===== src/rtl/r_order_pkg.sv =====
// Shared types and sizing helpers for the R-channel ordering arbiter.
package r_order_pkg;

   typedef enum logic {R_IDLE, R_BURST} r_state_e;

   localparam int PERF_CNT_W = 32;

   function automatic int sel_w(input int n);
      return (n > 1) ? $clog2(n) : 1;
   endfunction

   function automatic int cnt_w(input int depth);
      return $clog2(depth) + 1;
   endfunction

endpackage


===== src/rtl/r_order_id_fifo.sv =====
// Per-ID issue-order FIFO of slave indices; push while full is dropped unless a pop frees the slot.
module r_order_id_fifo
   import r_order_pkg::*;
#(
   parameter int SEL_W = 3,
   parameter int DEPTH = 4,
   localparam int CNT_W = cnt_w(DEPTH)
) (
   input  logic             clk,
   input  logic             reset_n,
   input  logic             push,
   input  logic             pop,
   input  logic [SEL_W-1:0] din,
   output logic [SEL_W-1:0] head,
   output logic [CNT_W-1:0] count,
   output logic             empty
);

   localparam int PTR_W = $clog2(DEPTH);

   logic [SEL_W-1:0] mem [DEPTH];
   logic [PTR_W-1:0] wr_ptr, rd_ptr;
   logic             full, do_push, do_pop;

   assign empty   = (count == '0);
   assign full    = (count == CNT_W'(DEPTH));
   assign do_pop  = pop & ~empty;
   // a same-cycle pop frees the slot, so push is accepted even when full
   assign do_push = push & (~full | do_pop);
   assign head    = mem[rd_ptr];

   always_ff @(posedge clk or negedge reset_n) begin
      if (!reset_n) begin
         wr_ptr <= '0;
         rd_ptr <= '0;
         count  <= '0;
      end else begin
         if (do_push) wr_ptr <= wr_ptr + PTR_W'(1);
         if (do_pop)  rd_ptr <= rd_ptr + PTR_W'(1);
         if (do_push != do_pop)
            count <= do_push ? count + CNT_W'(1) : count - CNT_W'(1);
      end
   end

   always_ff @(posedge clk) begin
      if (do_push) mem[wr_ptr] <= din;
   end

endmodule


===== src/rtl/r_order_arbiter_param.sv =====
// Round-robin R-burst arbiter that only grants a slave when it is the oldest AR target for its ID.
// Optional ordering-stall counter enabled by defining R_ORDER_PERF_EN.
module r_order_arbiter_param
   import r_order_pkg::*;
#(
   parameter int NUM_SLV = 5,
   parameter int SID_W   = 6,
   parameter int MID_W   = 2,
   parameter int DEPTH   = 4,
   localparam int NUM_ID = 2**MID_W,
   localparam int SEL_W  = sel_w(NUM_SLV)
) (
   input  logic                     clk,
   input  logic                     reset_n,
   input  logic                     ar_push,
   input  logic [MID_W-1:0]         ar_id,
   input  logic [SEL_W-1:0]         ar_slv,
   output logic [NUM_ID-1:0]        ar_ready,
   input  logic [NUM_SLV-1:0]       s_rvalid,
   input  logic [NUM_SLV*SID_W-1:0] s_rid,
   input  logic [NUM_SLV-1:0]       s_rlast,
   output logic [NUM_SLV-1:0]       s_rready,
   input  logic                     m_rready,
   output logic                     m_rvalid,
   output logic [SEL_W-1:0]         r_slv_sel,
   output logic                     r_grant,
   output logic                     hold,
   output logic [PERF_CNT_W-1:0]    perf_blocked_cnt
);

   localparam int CNT_W = cnt_w(DEPTH);

   r_state_e                       state, state_nxt;
   logic [SEL_W-1:0]               sel_nxt, rr_ptr, rr_nxt, pick, cand;
   logic                           found, hs_last;
   logic [NUM_SLV-1:0][MID_W-1:0]  key;
   logic [NUM_SLV-1:0]             elig;
   logic [NUM_ID-1:0]              push, pop, empty;
   logic [NUM_ID-1:0][SEL_W-1:0]   head;
   logic [NUM_ID-1:0][CNT_W-1:0]   count;
   logic                           rid_unused;

   // only the low MID_W bits of each RID form the ordering key
   assign rid_unused = ^s_rid;

   for (genvar s = 0; s < NUM_SLV; s++) begin : g_slv
      assign key[s]  = s_rid[s*SID_W +: MID_W];
      assign elig[s] = s_rvalid[s] & ~empty[key[s]] & (head[key[s]] == SEL_W'(s));
   end

   for (genvar k = 0; k < NUM_ID; k++) begin : g_id
      assign push[k]     = ar_push & (ar_id == MID_W'(k));
      assign pop[k]      = hs_last & (key[r_slv_sel] == MID_W'(k));
      assign ar_ready[k] = (count[k] != CNT_W'(DEPTH));

      r_order_id_fifo #(.SEL_W(SEL_W), .DEPTH(DEPTH)) u_fifo (
         .clk     (clk),
         .reset_n (reset_n),
         .push    (push[k]),
         .pop     (pop[k]),
         .din     (ar_slv),
         .head    (head[k]),
         .count   (count[k]),
         .empty   (empty[k])
      );
   end

   // first eligible slave after the last winner, wrapping modulo NUM_SLV
   always_comb begin
      found = 1'b0;
      pick  = '0;
      cand  = '0;
      for (int i = 1; i <= NUM_SLV; i++) begin
         cand = SEL_W'((int'(rr_ptr) + i) % NUM_SLV);
         if (!found && elig[cand]) begin
            found = 1'b1;
            pick  = cand;
         end
      end
   end

   always_ff @(posedge clk or negedge reset_n) begin
      if (!reset_n) begin
         state     <= R_IDLE;
         r_slv_sel <= '0;
         rr_ptr    <= SEL_W'(NUM_SLV - 1);
         hold      <= 1'b0;
      end else begin
         state     <= state_nxt;
         r_slv_sel <= sel_nxt;
         rr_ptr    <= rr_nxt;
         hold      <= (state == R_IDLE) & ~|elig;
      end
   end

   always_comb begin
      state_nxt = state;
      sel_nxt   = r_slv_sel;
      rr_nxt    = rr_ptr;
      r_grant   = 1'b0;
      m_rvalid  = 1'b0;
      s_rready  = '0;
      hs_last   = 1'b0;
      unique case (state)
         R_IDLE: begin
            if (found) begin
               sel_nxt   = pick;
               state_nxt = R_BURST;
            end
         end
         R_BURST: begin
            r_grant  = 1'b1;
            m_rvalid = s_rvalid[r_slv_sel];
            if (m_rready) s_rready[r_slv_sel] = 1'b1;
            hs_last  = s_rvalid[r_slv_sel] & m_rready & s_rlast[r_slv_sel];
            if (hs_last) begin
               state_nxt = R_IDLE;
               rr_nxt    = r_slv_sel;
            end
         end
         default: state_nxt = R_IDLE;
      endcase
   end

`ifdef R_ORDER_PERF_EN
   logic [PERF_CNT_W-1:0] blocked_cnt;

   always_ff @(posedge clk or negedge reset_n) begin
      if (!reset_n)
         blocked_cnt <= '0;
      else if (|(s_rvalid & ~elig) && (blocked_cnt != '1))
         blocked_cnt <= blocked_cnt + PERF_CNT_W'(1);
   end

   assign perf_blocked_cnt = blocked_cnt;
`else
   assign perf_blocked_cnt = '0;
`endif

endmodule


===== config.mk =====
export PLATFORM = sky130hd
export DESIGN_NAME = r_order_arbiter_param
export DESIGN_NICKNAME = d
export VERILOG_FILES = /design/src/rtl/r_order_pkg.sv /design/src/rtl/r_order_id_fifo.sv /design/src/rtl/r_order_arbiter_param.sv
export SDC_FILE = /design/constraint.sdc
export NUM_CORES = 1
export LEC_CHECK = 0
export ABC_CLOCK_PERIOD_IN_PS = 6800
export CAP_MARGIN = 20
export CORE_ASPECT_RATIO = 0.6
export CORE_UTILIZATION = 55
export CTS_CLUSTER_DIAMETER = 200
export DETAILED_ROUTE_END_ITERATION = 12
export HOLD_SLACK_MARGIN = 0.08
export PLACE_DENSITY = 0.79
export SLEW_MARGIN = 40
export SYNTH_ARGS = -nofsm -noshare
export SYNTH_HDL_FRONTEND = slang
export SYNTH_SLANG_ARGS = --single-unit

===== constraint.sdc =====
create_clock -name clk -period 6.8 [get_ports clk]
set_clock_uncertainty 0.05 [all_clocks]
set_input_delay 1.02 -clock clk [delete_from_list [all_inputs] [get_ports clk]]
set_output_delay 1.02 -clock clk [all_outputs]
set_load 0.005 [all_outputs]

==> metrics.csv, run 1 <==
metric,value,unit
outcome,completed,
die_w,140.8,um
critPathLaunchType,register,
internal_power,0.001824,W
synth_cells,619,
dieArea,12010,um^2
gp_congestion,0.9823,
grt_max_degree,37,
port_buffers,43,
seq_area_frac_synth,0.3686,
synth_edf_count,48,
leakage,2.789,nW
worst_pin_slew,0.7439,ns
overflow,0,
worst-endpoint-arrival,5.66,ns
switching_power,0.001601,W
antenna_found_initial,0,
async_flop_share,0.4286,
drc,0,
cts_made_buffers,9,
yosysWarnings,0,
pin_count,96,
fin_cells,796,
syn_avg_cell_area,10.27,um^2
cts_resized,0,
synth_area_leaders,"edfxtp_1 (23%), dfrtp_1 (14%), ha_1 (7.7%), mux4_2 (6.0%), buf_4 (3.8%)",
cp-end-kind,register,
routed_wl,15610,um
cts.clk_slew.worst_paths,0.06,ns
rows,29,
cts_max_level,3,
nets,744,
hp-class,register to register,
clkPwrFrac,0.143,
drive_above_1_share,0.1142,
grt_pass1_wl,24680,um
seq_area,2345,um^2
clk_latency,0.35,ns
final-setup-viol-count,0,
fin_setup_tns,0,ns
synth_top_cell_by_area,edfxtp_1,
num-fill-cells,824,
cts_hold_buf,0,
dpl.hpwl,11840,um
clock-sinks,84,
path_class,register to register,
fmax,183.0,MHz
p_sw_frac,0.4674,
synthesis.area,6359,um^2
dp.cells,780,
cts_root_buf,clkbuf_16,
final_antenna_net_count,0,
fin_crit,5.466,ns
grt_pass1_vias,4736,
core_area,10890,um^2
final_core_util,0.6492,
avgViaCountPerCell,6.172,
clk_path_buf_depth,2,
num_vias,4913,
required,6.99,ns
power_density,484.7,nW/um^2
timing.slew.headroom,0.5041,
yosysTopAreaCellShare,0.2267,
grt_usage,0.2749,
first_pass_iters,5,
path_max_fanout,23,
ys_types,85,
initial_utilization,0.5841,
slew_violations,0,
ys_dominant_reg_cell,edfxtp_1,
max_cap_viol_count,0,
hold_viol_final,0,
seqPwrFrac,0.260,
fin_crit_sh,0.8038,
rsz0062_at_grt,no,
drt_iter0_markers,488,
p_comb_frac,0.597,
antenna_cells,0,
multi_input_area,3661,um^2
post-cts-setup-buffers,0,
area_growth,11.14,%
peakVddDrop,0.0002265,V
routedWlPerCell,19.61,um
ys_seq_elements,84,
die_height,85.29,um
tritoncts,yes,
cell usage in the layout, fill, tap and decap left out, types with 9 or more instances in the layout:
master and n:
conb_1 32, nor3_1 12, mux4_2 17, clkdlybuf4s50_1 42, nand2b_1 21, o21ai_0 19, dfrtp_1 34, xor2_1 13
nand2_1 39, ha_1 39, inv_1 37, a21oi_1 18, edfxtp_1 48, nand3_1 11, nor4_1 9, nor2b_1 9
mux2_2 9, clkbuf_16 10, mux2i_1 14, nor2_1 53, and2_1 18, xnor2_1 20
cells in the mapped netlist (all sizes together) (10+ instances only):
cell,instances
a21oi,20
nand2b,21
xor2,13
nor3,12
nand2,39
edfxtp,48
nor4,12
clkbuf,12
xnor2,21
nor2,53
buf,42
o21ai,23
dfrtp,35
and2,18
mux2i,15
mux4,17
nand3,11
ha,39
mux2,10
inv,38
sequential cells by signal, indices dropped and copies added, names as in the netlist:
name / cells
g_id.u_fifo.count: 12
g_id.u_fifo.mem: 48
g_id.u_fifo.rd_ptr: 8
g_id.u_fifo.wr_ptr: 8
hold: 1
r_slv_sel: 3
rr_ptr: 3
state: 1
layout make-up:
cell class | count | share of cell area
multi-input combinational | 473 | 0.5181
sequential | 84 | 0.3318
timing repair buffer | 45 | 0.06268
clock buffer | 12 | 0.03789
tap | 139 | 0.02461
inverter | 39 | 0.02072
clock inverter | 4 | 0.004249
worst max-delay path, cell delays in order, from the launching register on:
cell and delay, ns:
dfrtp_2 0.67, ha_1 0.54, xnor2_2 0.23, inv_2 0.12
ha_1 0.21, nor2_1 0.21, a211oi_1 0.12, a21oi_1 0.17
xnor2_1 0.13, ha_1 0.26, nor2b_1 0.15, a2111oi_1 0.45
a211oi_2 0.12, xnor2_1 0.35, nor3_1 0.09, a21o_1 0.19
o21a_1 0.21, o41ai_2 0.63, a211oi_1 0.11, a221oi_1 0.31
per-layer routing:
| metal | GRT usage | part of all wire | vias to the layer above |
|---|---|---|---|
| li1 | - | - | 2258 |
| met1 | 0.3801 | 0.43 | 2360 |
| met2 | 0.4251 | 0.44 | 267 |
| met3 | 0.07731 | 0.11 | 28 |
| met4 | 0.07609 | 0.016 | 0 |
| met5 | 0 | 0 | - |
stage by stage:
stage                     cell area (um^2)  setup slack [ns]  total power, W  hold slack (ns)
after global routing                  7067            0.9689        0.003667           0.4851
after global placement                6746             1.443        0.002758           0.4296
after detailed placement              6755             1.164        0.002885           0.4517
after CTS                             7053             1.126        0.003395           0.4604
final                                 7067             1.334        0.003425           0.4511
after floorplan                       6475             2.052        0.002421           0.4250
logic make-up (layout without fill, tap and decap cells):
family / count (synthesis) / in the layout / share of synthesized area
AND/OR/NAND/NOR: 204 / 204 / 0.1716
AO/OA/AOI/OAI: 118 / 118 / 0.1423
buffers and inverters: 93 / 100 / 0.07694
flip-flops: 84 / 84 / 0.3686
adder cells (fa/ha/maj): 43 / 43 / 0.08934
multiplexers: 42 / 42 / 0.1027
XOR/XNOR: 34 / 34 / 0.04801
other: 1 / 32 / 0.0005898
power by group through the flow:
stage          Sequential [W]  Combinational, W  Clock (W)
4_1_cts              0.000887           0.00201   0.000499
3_3_place_gp         0.000873           0.00188          0
6_report             0.000891           0.00204   0.000491
3_5_place_dp         0.000896           0.00199          0
5_1_grt              0.000920           0.00223   0.000514
2_1_floorplan        0.000764           0.00166          0
final timing paths:
| kind | from | endpoint | slack [ns] | cells after the start |
|---|---|---|---|---|
| max in group asynchronous | reset_n | rr_ptr[0] | 5.74 | 1 |
| worst max register to register | rr_ptr[0] | r_slv_sel[0] | 1.33 | 19 |
| worst min register to register | state | hold | 0.45 | 1 |
| min in group asynchronous | reset_n | g_id[1].u_fifo.count[2] | 0.59 | 1 |
| worst min-delay path | state | hold | 0.45 | 1 |
| worst max-delay path | rr_ptr[0] | r_slv_sel[0] | 1.33 | 19 |
No activity file was read; power rests on OpenSTA's default activity.
==> run 2: changes to the inputs <==
--- a/config.mk
+++ b/config.mk
@@ -5,14 +5,14 @@
 export SDC_FILE = /design/constraint.sdc
 export NUM_CORES = 1
 export LEC_CHECK = 0
-export ABC_CLOCK_PERIOD_IN_PS = 6800
+export ABC_CLOCK_PERIOD_IN_PS = 4500
 export CAP_MARGIN = 20
 export CORE_ASPECT_RATIO = 0.6
-export CORE_UTILIZATION = 55
+export CORE_UTILIZATION = 50
 export CTS_CLUSTER_DIAMETER = 200
 export DETAILED_ROUTE_END_ITERATION = 12
 export HOLD_SLACK_MARGIN = 0.08
-export PLACE_DENSITY = 0.79
+export PLACE_DENSITY = 0.76
 export SLEW_MARGIN = 40
 export SYNTH_ARGS = -nofsm -noshare
 export SYNTH_HDL_FRONTEND = slang
==> constraint.sdc (replaced) <==
create_clock -name clk -period 4.5 [get_ports clk]
set_clock_uncertainty 0.05 [all_clocks]
set_input_delay 0.675 -clock clk [delete_from_list [all_inputs] [get_ports clk]]
set_output_delay 0.675 -clock clk [all_outputs]
set_load 0.005 [all_outputs]
==> metrics.csv, run 2 (synthesis results as in run 1) <==
metric,value,unit,change
outcome,completed,,unchanged
cts_max_level,3,,unchanged
port_buffers,43,,unchanged
fin_crit,4.326,ns,was 5.466 ns
antenna_cells,0,,unchanged
cp_cell_sequence,"inv_1, ha_1, ha_1, nor2_4, a211oi_1, a21oi_1, xnor2_2, ha_1, nor2b_2, a2111oi_2, a211oi_2, xnor2_2, buf_4, nor3_1, a21o_1, o21a_1, o41ai_4, a211oi_1, a221oi_1",,"was ha_1, xnor2_2, inv_2, ha_1, nor2_1, a211oi_1, a21oi_1, xnor2_1, ha_1, nor2b_1, a2111oi_1, a211oi_2, xnor2_1, nor3_1, a21o_1, o21a_1, o41ai_2, a211oi_1, a221oi_1"
first_pass_iters,5,,unchanged
worstReg2RegStart,rr_ptr[0],,unchanged
clk_latency,0.34,ns,was 0.35 ns
timing.rr.end,r_slv_sel[0],,unchanged
top_register,g_id.u_fifo.mem,,unchanged
hold_viol_final,0,,unchanged
final_antenna_net_count,0,,unchanged
cp-end-kind,register,,unchanged
multi_input_area,3709,um^2,was 3661 um^2
final_common_cell,nor2_1,,unchanged
ff2ff_setup_slack,0.17,ns,was 1.33 ns
die_height,89.35,um,was 85.29 um
avgViaCountPerCell,6.079,,was 6.172
path_max_fanout,4,,was 23
nets,768,,was 744
dieArea,13190,um^2,"was 12,010 um^2"
drt_iter0_markers,515,,was 488
grt_usage,0.2558,,was 0.2749
crit_buf_inv,2,,was 1
grt_pass1_vias,4823,,"was 4,736"
fmax,231.2,MHz,was 183.0 MHz
worst-endpoint-arrival,4.50,ns,was 5.66 ns
hp-class,primary input to asynchronous set/reset pin,,was register to register
holdWs,0.2553,ns,was 0.4511 ns
fin_crit_sh,0.9613,,was 0.8038
seq_area,2344,um^2,was 2345 um^2
power_density,763.2,nW/um^2,was 484.7 nW/um^2
dpl.hpwl,12330,um,"was 11,840 um"
num_vias,5143,,"was 4,913"
final-setup-viol-count,0,,unchanged
slew_violations,0,,unchanged
cts_made_buffers,9,,unchanged
path_class,register to register,,unchanged
die_w,147.6,um,was 140.8 um
max_cap_viol_count,0,,unchanged
fin_setup_tns,0,ns,unchanged
reg2reg_depth,19,,unchanged
timing.slew.headroom,0.5366,,was 0.5041
clock-sinks,84,,unchanged
antenna_found_initial,0,,unchanged
crit_family,compound AO/OA/AOI/OAI gates,,unchanged
crit_slowest_cell,dfrtp_1,,was dfrtp_2
cts.clk_slew.worst_paths,0.06,ns,about the same
pin_count,96,,unchanged
slowest_delay,0.39,ns,was 0.67 ns
grt_pass1_wl,25350,um,"was 24,680 um"
reg_top3,"g_id.u_fifo.mem x48, g_id.u_fifo.count x12",,unchanged
area_growth,15.56,%,was 11.14%
num-fill-cells,978,,was 824
peakVddDrop,0.0003052,V,was 0.0002265 V
tritoncts,yes,,unchanged
critPathMostFrequentCell,ha_1,,unchanged
grt_max_degree,37,,unchanged
overflow,0,,unchanged
rows,31,,was 29
routed_wl,16230,um,"was 15,610 um"
core_area,12220,um^2,"was 10,890 um^2"
routedWlPerCell,19.19,um,was 19.61 um
layout_common_cells,"nor2_1 (52), edfxtp_1 (48), clkdlybuf4s50_1 (42)",,"was nor2_1 (53), edfxtp_1 (48), clkdlybuf4s50_1 (42)"
clk_path_buf_depth,2,,unchanged
drc,0,,unchanged
drive_above_1_share,0.1527,,was 0.1142
gp_congestion,0.9666,,was 0.9823
cts_root_buf,clkbuf_16,,unchanged
required,4.67,ns,was 6.99 ns
worst_pin_slew,0.6929,ns,was 0.7439 ns
initial_utilization,0.5204,,was 0.5841
critPathLaunchType,register,,unchanged
leakage,2.931,nW,was 2.789 nW
largest_reg_flops,48,,unchanged
run 2: worst max path at each step:
stage | from | endpoint | cells past startpoint
2_1_floorplan | rr_ptr[0] | r_slv_sel[0] | 20
3_3_place_gp | rr_ptr[0] | r_slv_sel[0] | 19
3_5_place_dp | rr_ptr[1] | r_slv_sel[0] | 19
4_1_cts | rr_ptr[0] | r_slv_sel[0] | 19
5_1_grt | rr_ptr[0] | r_slv_sel[0] | 20
6_report | rr_ptr[0] | r_slv_sel[0] | 19
run 2: cell type report:
| type | instances | area share |
|---|---|---|
| Tap cell | 165 | 0.02809 |
| Multi-Input combinational cell | 473 | 0.5047 |
| Inverter | 39 | 0.02043 |
| Clock inverter | 4 | 0.007662 |
| Timing Repair Buffer | 69 | 0.08531 |
| Sequential cell | 84 | 0.3189 |
| Clock buffer | 12 | 0.03491 |
run 2: repair_timing:
action | in CTS | in global routing
resized for setup | 1 | 11
hold buffers | 0 | 0
pin swaps | 2 | 5
endpoints found under the setup margin | 3 | 3
setup buffers | 2 | 5
gates cloned | 0 | 0
run 2: metal layers:
metal / part of all wire / GRT usage
met2: 0.43 / 0.4099
met4: 0.012 / 0.04311
met1: 0.45 / 0.3613
met3: 0.11 / 0.05867
met5: 0 / 0
run 2: power by group:
group	switching (W)	leakage [nW]	internal [W]
combinational	0.00197	1.91	0.00158
clock	0.000309	0.153	0.000465
sequential	0.000279	0.868	0.000998
run 2: stage by stage:
step	area (um^2)	setup slack, ns	power [W]	util	std cells
2_1_floorplan	6497	0.04919	0.003703	-	650
4_1_cts	7258	0.004545	0.005396	0.5941	841
3_3_place_gp	6925	0.1580	0.004375	0.5668	823
5_1_grt	7348	-0.03124	0.006000	0.6014	846
3_5_place_dp	6928	-0.1034	0.004563	0.5670	823
6_report	7348	0.1740	0.005608	0.6014	846
==> run 3: changes to the inputs <==
--- a/config.mk
+++ b/config.mk
@@ -8,6 +8,7 @@
 export ABC_CLOCK_PERIOD_IN_PS = 4500
 export CAP_MARGIN = 20
 export CORE_ASPECT_RATIO = 0.6
+export CORE_MARGIN = 1.5
 export CORE_UTILIZATION = 50
 export CTS_CLUSTER_DIAMETER = 200
 export DETAILED_ROUTE_END_ITERATION = 12
==> metrics.csv, run 3 (synthesis results as in run 1) <==
metric,value,unit,change
largest_reg_flops,48,,unchanged
first_pass_iters,5,,unchanged
drc,0,,unchanged
drt_iter0_markers,406,,was 515
grt_max_degree,37,,unchanged
power_density,760.0,nW/um^2,was 763.2 nW/um^2
layout_common_cells,"nor2_1 (52), edfxtp_1 (48), clkdlybuf4s50_1 (42)",,unchanged
peakVddDrop,0.0003249,V,was 0.0003052 V
required,4.69,ns,was 4.67 ns
num_vias,4975,,"was 5,143"
slew_violations,0,,unchanged
clk_latency,0.34,ns,about the same
critPathMostFrequentCell,ha_1,,unchanged
max_cap_viol_count,0,,unchanged
fin_cells,844,,was 846
fin_setup_tns,0,ns,unchanged
clock-sinks,84,,unchanged
path_max_fanout,6,,was 4
dr_wl_met3,1533,um,was 1731 um
gp_congestion,0.9869,,was 0.9666
m1WireLength,7272,um,was 7278 um
final_antenna_net_count,0,,unchanged
final-setup-viol-count,0,,unchanged
timing.slew.headroom,0.5186,,was 0.5366
overflow,0,,unchanged
cts_hold_buf,0,,unchanged
worst-endpoint-arrival,4.58,ns,was 4.50 ns
drive_above_1_share,0.1502,,was 0.1527
port_buffers,43,,unchanged
tritoncts,yes,,unchanged
rows,31,,unchanged
crit_buf_inv,3,,was 2
initial_utilization,0.5204,,unchanged
crit_slowest_cell,dfrtp_2,,was dfrtp_1
dieArea,13420,um^2,"was 13,190 um^2"
nets,766,,was 768
path_class,register to register,,unchanged
final_common_cell,nor2_1,,unchanged
layout_setup_ws,0.1089,ns,was 0.1740 ns
clk_path_buf_depth,2,,unchanged
fin_crit_sh,0.9758,,was 0.9613
cp-end-kind,register,,unchanged
area_growth,14.76,%,was 15.56%
reg_top3,"g_id.u_fifo.mem x48, g_id.u_fifo.count x12",,unchanged
cts_root_buf,clkbuf_16,,unchanged
die_height,90.35,um,was 89.35 um
wl_met2,7109,um,was 7024 um
antenna_cells,0,,unchanged
crit_family,compound AO/OA/AOI/OAI gates,,unchanged
dpl.hpwl,12130,um,"was 12,330 um"
fin_crit,4.391,ns,was 4.326 ns
leakage,2.909,nW,was 2.931 nW
top_layer,met4,,unchanged
cp_cell_sequence,"inv_1, ha_1, ha_1, nor2_4, nand2_1, a21oi_2, xnor2_2, ha_1, nor2b_1, a2111oi_2, a211oi_2, buf_4, xnor2_4, mux2_4, o21ai_2, o21ai_2, nor4_4, buf_4, a211oi_1, o31ai_1",,"was inv_1, ha_1, ha_1, nor2_4, a211oi_1, a21oi_1, xnor2_2, ha_1, nor2b_2, a2111oi_2, a211oi_2, xnor2_2, buf_4, nor3_1, a21o_1, o21a_1, o41ai_4, a211oi_1, a221oi_1"
grt_usage,0.2456,,was 0.2558
routed_wl,16150,um,"was 16,230 um"
critPathLaunchType,register,,unchanged
avgViaCountPerCell,5.895,,was 6.079
die_w,148.6,um,was 147.6 um
worst_pin_slew,0.7199,ns,was 0.6929 ns
core_area,12220,um^2,unchanged
slowest_delay,0.44,ns,was 0.39 ns
outcome,completed,,unchanged
fmax,227.7,MHz,was 231.2 MHz
hold_viol_final,0,,unchanged
cts_made_buffers,9,,unchanged
pin_count,96,,unchanged
grt_pass1_wl,25520,um,"was 25,350 um"
cts_max_level,3,,unchanged
dp_slack,-0.1877,ns,was -0.1034 ns
cts.clk_slew.worst_paths,0.07,ns,was 0.06 ns
grt_pass1_vias,4838,,"was 4,823"
top_register,g_id.u_fifo.mem,,unchanged
routedWlPerCell,19.14,um,was 19.19 um
antenna_found_initial,0,,unchanged
hp-class,primary input to asynchronous set/reset pin,,unchanged
dp.cells,822,,was 823
## run 3: worst paths after layout
check,from,to,slack (ns),cells past startpoint
worst max-delay path,rr_ptr[0],r_slv_sel[1],0.11,20
worst min register to register,state,hold,0.44,1
min in group clk,state,hold,0.44,1
worst max register to register,rr_ptr[0],r_slv_sel[1],0.11,20
worst min-delay path,reset_n,g_id[0].u_fifo.count[0],0.26,1
max in group asynchronous,reset_n,rr_ptr[0],3.75,1
## run 3: stage by stage
step | total power (W) | util | area (um^2) | hold WS (ns)
6_report | 0.005545 | 0.5972 | 7297 | 0.2570
5_1_grt | 0.005943 | 0.5972 | 7297 | 0.2973
4_1_cts | 0.005306 | 0.5912 | 7223 | 0.2711
3_5_place_dp | 0.004556 | 0.5664 | 6920 | 0.4318
3_3_place_gp | 0.004385 | 0.5662 | 6918 | 0.4355
2_1_floorplan | 0.003703 | - | 6497 | 0.3294
## run 3: per-layer routing
| layer | vias up | GRT usage |
|---|---|---|
| li1 | 2288 | - |
| met1 | 2423 | 0.3571 |
| met2 | 237 | 0.3729 |
| met3 | 27 | 0.05758 |
| met4 | 0 | 0.05198 |
| met5 | - | 0 |
## run 3: layout make-up
cell class | count | area [um^2]
fill | 970 | 4921
timing repair buffer | 67 | 611.8
sequential | 84 | 2345
inverter | 39 | 150.1
tap | 165 | 206.4
clock inverter | 7 | 51.30
clock buffer | 9 | 225.2
multi-input combinational | 473 | 3707
## run 3: where the power goes
group / internal, W / switching [W] / total (W) / leakage (nW)
clock network: 0.000378 / 0.000320 / 0.000698 / 0.139
logic: 0.00162 / 0.00195 / 0.00356 / 1.90
registers: 0.000999 / 0.000285 / 0.00128 / 0.867
total: 0.00300 / 0.00255 / 0.00555 / 2.91
## run 3: repair_timing
action,4_1_cts,5_1_grt
resized for setup,3,9
endpoints found under the setup margin,3,3
setup buffers,2,4
pin swaps,3,8
